`config.mk`:
```
export PLATFORM = sky130hd
export DESIGN_NAME = fp16div_flat
export DESIGN_NICKNAME = d
export VERILOG_FILES = /design/src/rtl/fp16div_if.sv /design/src/rtl/fp16div.sv /design/src/flat_wrapper.sv
export SDC_FILE = /design/constraint.sdc
export NUM_CORES = 1
export LEC_CHECK = 0
export BUFFER_PORTS_ARGS = -buffer_cell sky130_fd_sc_hd__buf_4
export CORE_UTILIZATION = 58
export CTS_BUF_LIST = sky130_fd_sc_hd__clkbuf_4 sky130_fd_sc_hd__clkbuf_8 sky130_fd_sc_hd__clkbuf_16
export CTS_CLUSTER_SIZE = 40
export DETAILED_ROUTE_END_ITERATION = 10
export PLACE_DENSITY = 0.8
export SLEW_MARGIN = 20
export SYNTH_ARGS = -nofsm -noshare
export SYNTH_HDL_FRONTEND = slang
export SYNTH_SLANG_ARGS = --single-unit
```
`constraint.sdc`:
```
create_clock -name clk -period 3.1 [get_ports clk]
set_input_delay 0.155 -clock clk [delete_from_list [all_inputs] [get_ports clk]]
set_output_delay 0.155 -clock clk [all_outputs]
set_load 0.05 [all_outputs]
```
`src/rtl/fp16div_if.sv`:
```
// Valid/ready operand and result handshake bundle for the fp16 divider.
interface fp16div_if;
    logic [15:0] a;
    logic [15:0] b;
    logic        in_valid;
    logic        in_ready;
    logic [15:0] x;
    logic        out_valid;
    logic        out_ready;

    modport slave (
        input  a, b, in_valid, out_ready,
        output in_ready, x, out_valid
    );

    modport master (
        output a, b, in_valid, out_ready,
        input  in_ready, x, out_valid
    );
endinterface

```
`src/rtl/fp16div.sv`:
```
// Sequential fp16 divider: restoring radix-2 significand division, one quotient bit per cycle, round-to-nearest-even.
// Optional IEEE special-case handling (NaN/inf/zero, overflow/underflow) is enabled by defining FP16DIV_SPECIAL_EN.
module fp16div (
    input  logic         clk,
    input  logic         rst,
    fp16div_if.slave     bus
);

`ifdef FP16DIV_SPECIAL_EN
    localparam int EW = 7;
`else
    localparam int EW = 5;
`endif

    typedef enum logic [1:0] {
        S_IDLE   = 2'd0,
        S_DIVIDE = 2'd1,
        S_ROUND  = 2'd2,
        S_DONE   = 2'd3
    } state_t;

    state_t        r_state;
    state_t        w_state_nx;

    logic          r_sign;
    logic [4:0]    r_ea;
    logic [4:0]    r_eb;
    logic [10:0]   r_mb;
    logic [11:0]   r_rem;
    logic [12:0]   r_q;
    logic [3:0]    r_cnt;
    logic [15:0]   r_x;
    logic          r_out_valid;

    logic          w_rem_ge;
    logic [11:0]   w_rem_diff;

    logic [EW-1:0] w_e_base;
    logic [EW-1:0] w_e_norm;
    logic [EW-1:0] w_e_fin;
    logic [9:0]    w_mant_tr;
    logic [9:0]    w_mant_fin;
    logic [10:0]   w_mant_inc;
    logic          w_g;
    logic          w_s;
    logic          w_rnd_up;
    logic [15:0]   w_x_round;

`ifdef FP16DIV_SPECIAL_EN
    logic          r_a_nan;
    logic          r_a_inf;
    logic          r_a_zero;
    logic          r_b_nan;
    logic          r_b_inf;
    logic          r_b_zero;

    // Subnormals (exp = 0) are classified as zero.
    function automatic logic f_is_nan(input logic [15:0] v);
        f_is_nan = (v[14:10] == 5'h1F) && (v[9:0] != 10'h000);
    endfunction

    function automatic logic f_is_inf(input logic [15:0] v);
        f_is_inf = (v[14:10] == 5'h1F) && (v[9:0] == 10'h000);
    endfunction

    function automatic logic f_is_zero(input logic [15:0] v);
        f_is_zero = (v[14:10] == 5'h00);
    endfunction
`endif

    assign w_rem_ge   = (r_rem >= {1'b0, r_mb});
    assign w_rem_diff = r_rem - {1'b0, r_mb};

    assign bus.in_ready  = (r_state == S_IDLE);
    assign bus.x         = r_x;
    assign bus.out_valid = r_out_valid;

    // State register.
    always_ff @(posedge clk or negedge rst) begin
        if (!rst) begin
            r_state <= S_IDLE;
        end else begin
            r_state <= w_state_nx;
        end
    end

    // Next-state logic.
    always_comb begin
        w_state_nx = r_state;
        case (r_state)
            S_IDLE: begin
                if (bus.in_valid) begin
                    w_state_nx = S_DIVIDE;
                end else begin
                    w_state_nx = S_IDLE;
                end
            end
            S_DIVIDE: begin
                if (r_cnt == 4'd12) begin
                    w_state_nx = S_ROUND;
                end else begin
                    w_state_nx = S_DIVIDE;
                end
            end
            S_ROUND: begin
                w_state_nx = S_DONE;
            end
            S_DONE: begin
                if (bus.out_ready) begin
                    w_state_nx = S_IDLE;
                end else begin
                    w_state_nx = S_DONE;
                end
            end
            default: begin
                w_state_nx = S_IDLE;
            end
        endcase
    end

    // Normalisation and round-to-nearest-even of the finished quotient.
    always_comb begin
        w_e_base   = EW'(r_ea) - EW'(r_eb) + EW'(15);
        w_e_norm   = w_e_base;
        w_mant_tr  = 10'h000;
        w_g        = 1'b0;
        w_s        = 1'b0;
        if (r_q[12]) begin
            w_mant_tr = r_q[11:2];
            w_g       = r_q[1];
            w_s       = r_q[0] | (r_rem != 12'h000);
            w_e_norm  = w_e_base;
        end else begin
            w_mant_tr = r_q[10:1];
            w_g       = r_q[0];
            w_s       = (r_rem != 12'h000);
            w_e_norm  = w_e_base - EW'(1);
        end
        w_rnd_up   = w_g & (w_s | w_mant_tr[0]);
        w_mant_inc = {1'b0, w_mant_tr} + {10'h000, w_rnd_up};
        // A carry out leaves the low ten bits at zero, which is the renormalised mantissa.
        w_mant_fin = w_mant_inc[9:0];
        if (w_mant_inc[10]) begin
            w_e_fin = w_e_norm + EW'(1);
        end else begin
            w_e_fin = w_e_norm;
        end
    end

    // Result selection, with special cases in priority order when enabled.
    always_comb begin
        w_x_round = {r_sign, w_e_fin[4:0], w_mant_fin};
`ifdef FP16DIV_SPECIAL_EN
        if (r_a_nan || r_b_nan || (r_a_zero && r_b_zero) || (r_a_inf && r_b_inf)) begin
            w_x_round = 16'h7E00;
        end else if (r_a_inf || r_b_zero) begin
            w_x_round = {r_sign, 5'h1F, 10'h000};
        end else if (r_a_zero || r_b_inf) begin
            w_x_round = {r_sign, 15'h0000};
        end else if ($signed(w_e_fin) >= 7'sd31) begin
            w_x_round = {r_sign, 5'h1F, 10'h000};
        end else if ($signed(w_e_fin) <= 7'sd0) begin
            w_x_round = {r_sign, 15'h0000};
        end else begin
            w_x_round = {r_sign, w_e_fin[4:0], w_mant_fin};
        end
`endif
    end

    // Operand capture, restoring division iterations and result register.
    always_ff @(posedge clk or negedge rst) begin
        if (!rst) begin
            r_sign      <= 1'b0;
            r_ea        <= 5'h00;
            r_eb        <= 5'h00;
            r_mb        <= 11'h000;
            r_rem       <= 12'h000;
            r_q         <= 13'h0000;
            r_cnt       <= 4'd0;
            r_x         <= 16'h0000;
            r_out_valid <= 1'b0;
`ifdef FP16DIV_SPECIAL_EN
            r_a_nan     <= 1'b0;
            r_a_inf     <= 1'b0;
            r_a_zero    <= 1'b0;
            r_b_nan     <= 1'b0;
            r_b_inf     <= 1'b0;
            r_b_zero    <= 1'b0;
`endif
        end else begin
            case (r_state)
                S_IDLE: begin
                    if (bus.in_valid) begin
                        r_sign   <= bus.a[15] ^ bus.b[15];
                        r_ea     <= bus.a[14:10];
                        r_eb     <= bus.b[14:10];
                        r_mb     <= {1'b1, bus.b[9:0]};
                        r_rem    <= {2'b01, bus.a[9:0]};
                        r_q      <= 13'h0000;
                        r_cnt    <= 4'd0;
`ifdef FP16DIV_SPECIAL_EN
                        r_a_nan  <= f_is_nan(bus.a);
                        r_a_inf  <= f_is_inf(bus.a);
                        r_a_zero <= f_is_zero(bus.a);
                        r_b_nan  <= f_is_nan(bus.b);
                        r_b_inf  <= f_is_inf(bus.b);
                        r_b_zero <= f_is_zero(bus.b);
`endif
                    end
                end
                S_DIVIDE: begin
                    // rem stays below 2*mb, so the shifted value always fits 12 bits.
                    if (w_rem_ge) begin
                        r_rem <= w_rem_diff << 1;
                        r_q   <= {r_q[11:0], 1'b1};
                    end else begin
                        r_rem <= r_rem << 1;
                        r_q   <= {r_q[11:0], 1'b0};
                    end
                    r_cnt <= r_cnt + 4'd1;
                end
                S_ROUND: begin
                    r_x         <= w_x_round;
                    r_out_valid <= 1'b1;
                end
                S_DONE: begin
                    if (bus.out_ready) begin
                        r_out_valid <= 1'b0;
                    end
                end
                default: begin
                    r_out_valid <= 1'b0;
                end
            endcase
        end
    end

endmodule

```
`src/flat_wrapper.sv`:
```
// flat-port wrapper written by rule: the top's interface ports become plain ports
module fp16div_flat 
  (clk, rst, bus_a, bus_b, bus_in_valid, bus_out_ready, bus_in_ready, bus_x, bus_out_valid);
  fp16div_if bus_i ();
  input  logic clk;
  input  logic rst;
  input wire logic [$bits(bus_i.a)-1:0] bus_a;
  input wire logic [$bits(bus_i.b)-1:0] bus_b;
  input wire logic [$bits(bus_i.in_valid)-1:0] bus_in_valid;
  input wire logic [$bits(bus_i.out_ready)-1:0] bus_out_ready;
  output wire logic [$bits(bus_i.in_ready)-1:0] bus_in_ready;
  output wire logic [$bits(bus_i.x)-1:0] bus_x;
  output wire logic [$bits(bus_i.out_valid)-1:0] bus_out_valid;
  assign bus_i.a = bus_a;
  assign bus_i.b = bus_b;
  assign bus_i.in_valid = bus_in_valid;
  assign bus_i.out_ready = bus_out_ready;
  assign bus_in_ready = bus_i.in_ready;
  assign bus_x = bus_i.x;
  assign bus_out_valid = bus_i.out_valid;
  fp16div u_core (.clk(clk), .rst(rst), .bus(bus_i));
endmodule
```
==> flow_summary.ini <==
[setup_path]
r2r_cells = 10
path_cells = inv_1 > ha_1 > inv_1 > fa_1 > a21o_1 > a21oi_1 > a21o_1 > a21o_1 > mux2_2 > a21oi_1
arrival_ns = 2.98
slowest_stage = fa_1
critPathRequiredTime_ns = 3.39
reg2reg_setup_slack_ns = 0.40
worstSetupEndpointType = flop
critPathLaunch = u_core.r_rem[0]
worst-setup-path-type = flop to flop
timing.rr.start = u_core.r_rem[0]
timing.rr.end = u_core.r_rem[1]
crit_path_max_fanout = 10
start_kind = flop
crit_path_frequent_cell = a21o_1
cp_slowest_stage_delay_ns = 0.41

[grt]
grt_pass1_vias = 3268
grt_max_degree = 71
grtUsageTotal = 0.252
grt_first_pass_wirelength_um = 14700
overflow = 0
antenna_found_initial = 0

[floorplan]
start_util = 0.604
ios = 54
die_h_um = 86.3
die_x_um = 86.3
rows = 30
dieArea_um2 = 7450
core_area_um2 = 6830

[synth]
yosys_warnings = 0
synthArstFlopShare = 1.00
synth_cell_type_count = 50
netlist_top_cells_area = dfrtp_1 (42%), nand2_1 (9.7%), ha_1 (7.0%)
synthesis.nets = 527
ys_ff_latch = 70
syn_inst = 466
synth_top_area_share = 0.425
synth-edff-count = 0
ys_seq_area_frac = 0.425
syn_avg_cell_area_um2 = 8.85
ys.flop_type = dfrtp_1
synth_top_cell_by_area = dfrtp_1
syn_area_um2 = 4120

[timing]
fin_worst_skew_ns = 0.00834
worst_slack_ns = 0.402
layout_min_cycle_time_ns = 2.70
timing.setup.tns_ns = 0
setup_viol = 0
relSlewSlack = 0.372
max_freq_mhz = 371
worstMarginPinSlew_ns = 0.941
slew_viol_final = 0
hold_violations = 1
holdWs_ns = -0.0000109
rsz0062_at_grt = no
finalCritPeriodShare = 0.870

[finish]
nNetsFinal = 577
final_layout_size_suffix_gt1_frac = 0.159
fin_area_um2 = 4890
syn_to_final_growth_pct = 18.5
antenna_cells = 0

[route]
drt_wl_total_um = 8630
firstDrtPassIters = 5
drc = 0
routed_via_density = 5.47
postRouteAntennaNets = 0
wire_per_inst_um = 14.0
first_iter_violations = 167
num_vias = 3375

[run_status]
outcome = finished, violations left
violations = negative hold slack

[power]
p_comb_frac = 0.597
switching_share = 0.464
ir_drop_v = 0.000591
pwr-share-seq = 0.270
intPower_mw = 3.44
power_switching_mw = 2.98
p_clk_frac = 0.133
powerDensity_nw_per_um2 = 1320
leakagePower_nw = 2.28

[placed_design]
placed_area_um2 = 4570
io_buffers = 53
hpwl_um = 5860
place.gp.congestion = 0.899
place_worst_setup_slack_ns = 0.473

[clocking]
cts_buffers = 9
clock_latency_ns = 0.35
cts-root-buf = clkbuf_8
cts_tree = done
postCtsSetupRepairBufs = 0
max-clock-path-buffers = 2
cts_sinks = 70
htreeDepth = 3
clk_pin_slew_ns = 0.08

[worst_hold_path]
holdPathEnd = u_core.r_mb[3]
worstHoldPathCells = 3
hold_class = input pin to flop
hp-start = bus_b[3]

[run]
max-cap-violations = 0
-- power groups by stage --
stage               clock network [mW]  logic, mW  registers [mW]
finish                           0.854       3.84            1.73
global route                     0.903       4.30            1.79
CTS                              0.862       3.82            1.73
detailed placement                   0       3.77            1.74
global placement                     0       3.64            1.72
floorplan                            0       2.76            1.93
-- sequential cells by signal, indices dropped and copies added, names as in the netlist --
| name | cells |
|---|---|
| u_core.r_ea | 5 |
| u_core.r_state | 2 |
| u_core.r_mb | 11 |
| u_core.r_cnt | 4 |
| u_core.r_q | 13 |
| u_core.bus.x | 16 |
| u_core.r_rem | 12 |
| u_core.r_sign | 1 |
| u_core.bus.out_valid | 1 |
| u_core.r_eb | 5 |
-- per-layer routing --
metal  global-route usage  vias to the layer above  wire (um)  share of wire
met1                0.325                     1568       3990           0.46
li1                     -                     1699          -              -
met3               0.0486                       17        360          0.042
met5                    0                        -          0              0
met2                0.421                       91       4140           0.48
met4                0.102                        0        140          0.016
-- per-stage QoR --
stage / hold slack [ns] / instances / total power, mW / util
after floorplan: -0.141 / 466 / 4.69 / -
after global placement: 0.323 / 592 / 5.36 / 0.669
after detailed placement: 0.329 / 592 / 5.51 / 0.669
after CTS: 0.00125 / 617 / 6.41 / 0.715
after global routing: 0.00148 / 617 / 6.99 / 0.715
final: -0.0000109 / 617 / 6.43 / 0.715
-- worst max-delay path: cells and delay by family (launching register included) --
| family | cells | cell delay [ns] |
|---|---|---|
| AOI/OAI and AO/OA | 5 | 1.08 |
| adders and majority gates | 2 | 0.59 |
| muxes | 1 | 0.38 |
| DFF | 1 | 0.40 |
| buffers and inverters | 2 | 0.17 |
-- logic make-up (layout without fill, tap and decap cells) --
logic type	after synthesis	count (layout)	synth area share
DFF	70	70	0.425
adders and majority gates	25	25	0.0795
AOI/OAI and AO/OA	100	100	0.147
and+or+nand+nor	172	172	0.190
muxes	19	19	0.0473
buffers and inverters	50	105	0.0470
xor gates and xnor gates	30	30	0.0637
-- cell usage after synthesis, drive strengths merged (4+ instances only) --
cell type	n
nand4	4
o21ai	46
nor2	13
nor4	5
xor2	10
inv	22
a21o	4
mux2i	15
mux2	4
xnor2	20
nand2b	7
clkbuf	19
and3	7
o31ai	5
a21oi	19
nor3	5
dfrtp	70
buf	9
nand3	11
a31oi	6
nand2	107
ha	23
-- cell type report --
| class | instances | area [um2] |
|---|---|---|
| tap | 96 | 120 |
| clock inverter | 5 | 81.3 |
| inverter | 22 | 82.6 |
| timing repair buffer | 67 | 526 |
| sequential | 70 | 1750 |
| fill | 541 | 1950 |
| clock buffer | 11 | 145 |
| multi-input combinational | 346 | 2180 |
-- layout by cell type (no fill, tap or decap), types with 3 or more instances in the layout --
master,netlist,layout
o21ai_1,4,4
inv_1,22,22
dfrtp_1,70,70
o21ai_0,42,42
a31oi_1,6,6
mux2i_1,15,15
dlygate4sd3_1,0,9
nand2b_1,7,7
mux2_2,4,4
nand4_1,4,4
ha_1,23,23
clkbuf_8,0,10
a41oi_1,3,3
nand2_1,107,107
a21o_1,4,4
a311oi_1,3,3
a21oi_1,18,18
xor2_1,10,10
nor3_1,4,4
xnor2_1,20,20
nand3_1,11,11
nor4_1,5,5
nor2_1,13,13
buf_4,0,58
o31ai_1,5,5
and3_1,7,7
nor2b_1,3,3
-- worst max-delay path by stage --
stage	end	slack [ns]
floorplan	u_core.bus.x[13]	0.47
finish	u_core.r_rem[1]	0.40
global route	u_core.r_rem[1]	0.26
CTS	u_core.r_rem[1]	0.43
detailed placement	u_core.r_rem[1]	0.47
global placement	u_core.r_rem[1]	0.58
-- repair_timing --
action,in CTS,in global routing
endpoints found under the hold margin,78,0
gates resized for setup,0,0
hold buffers,9,0
Note: power is estimated with default switching activity, not from simulation.
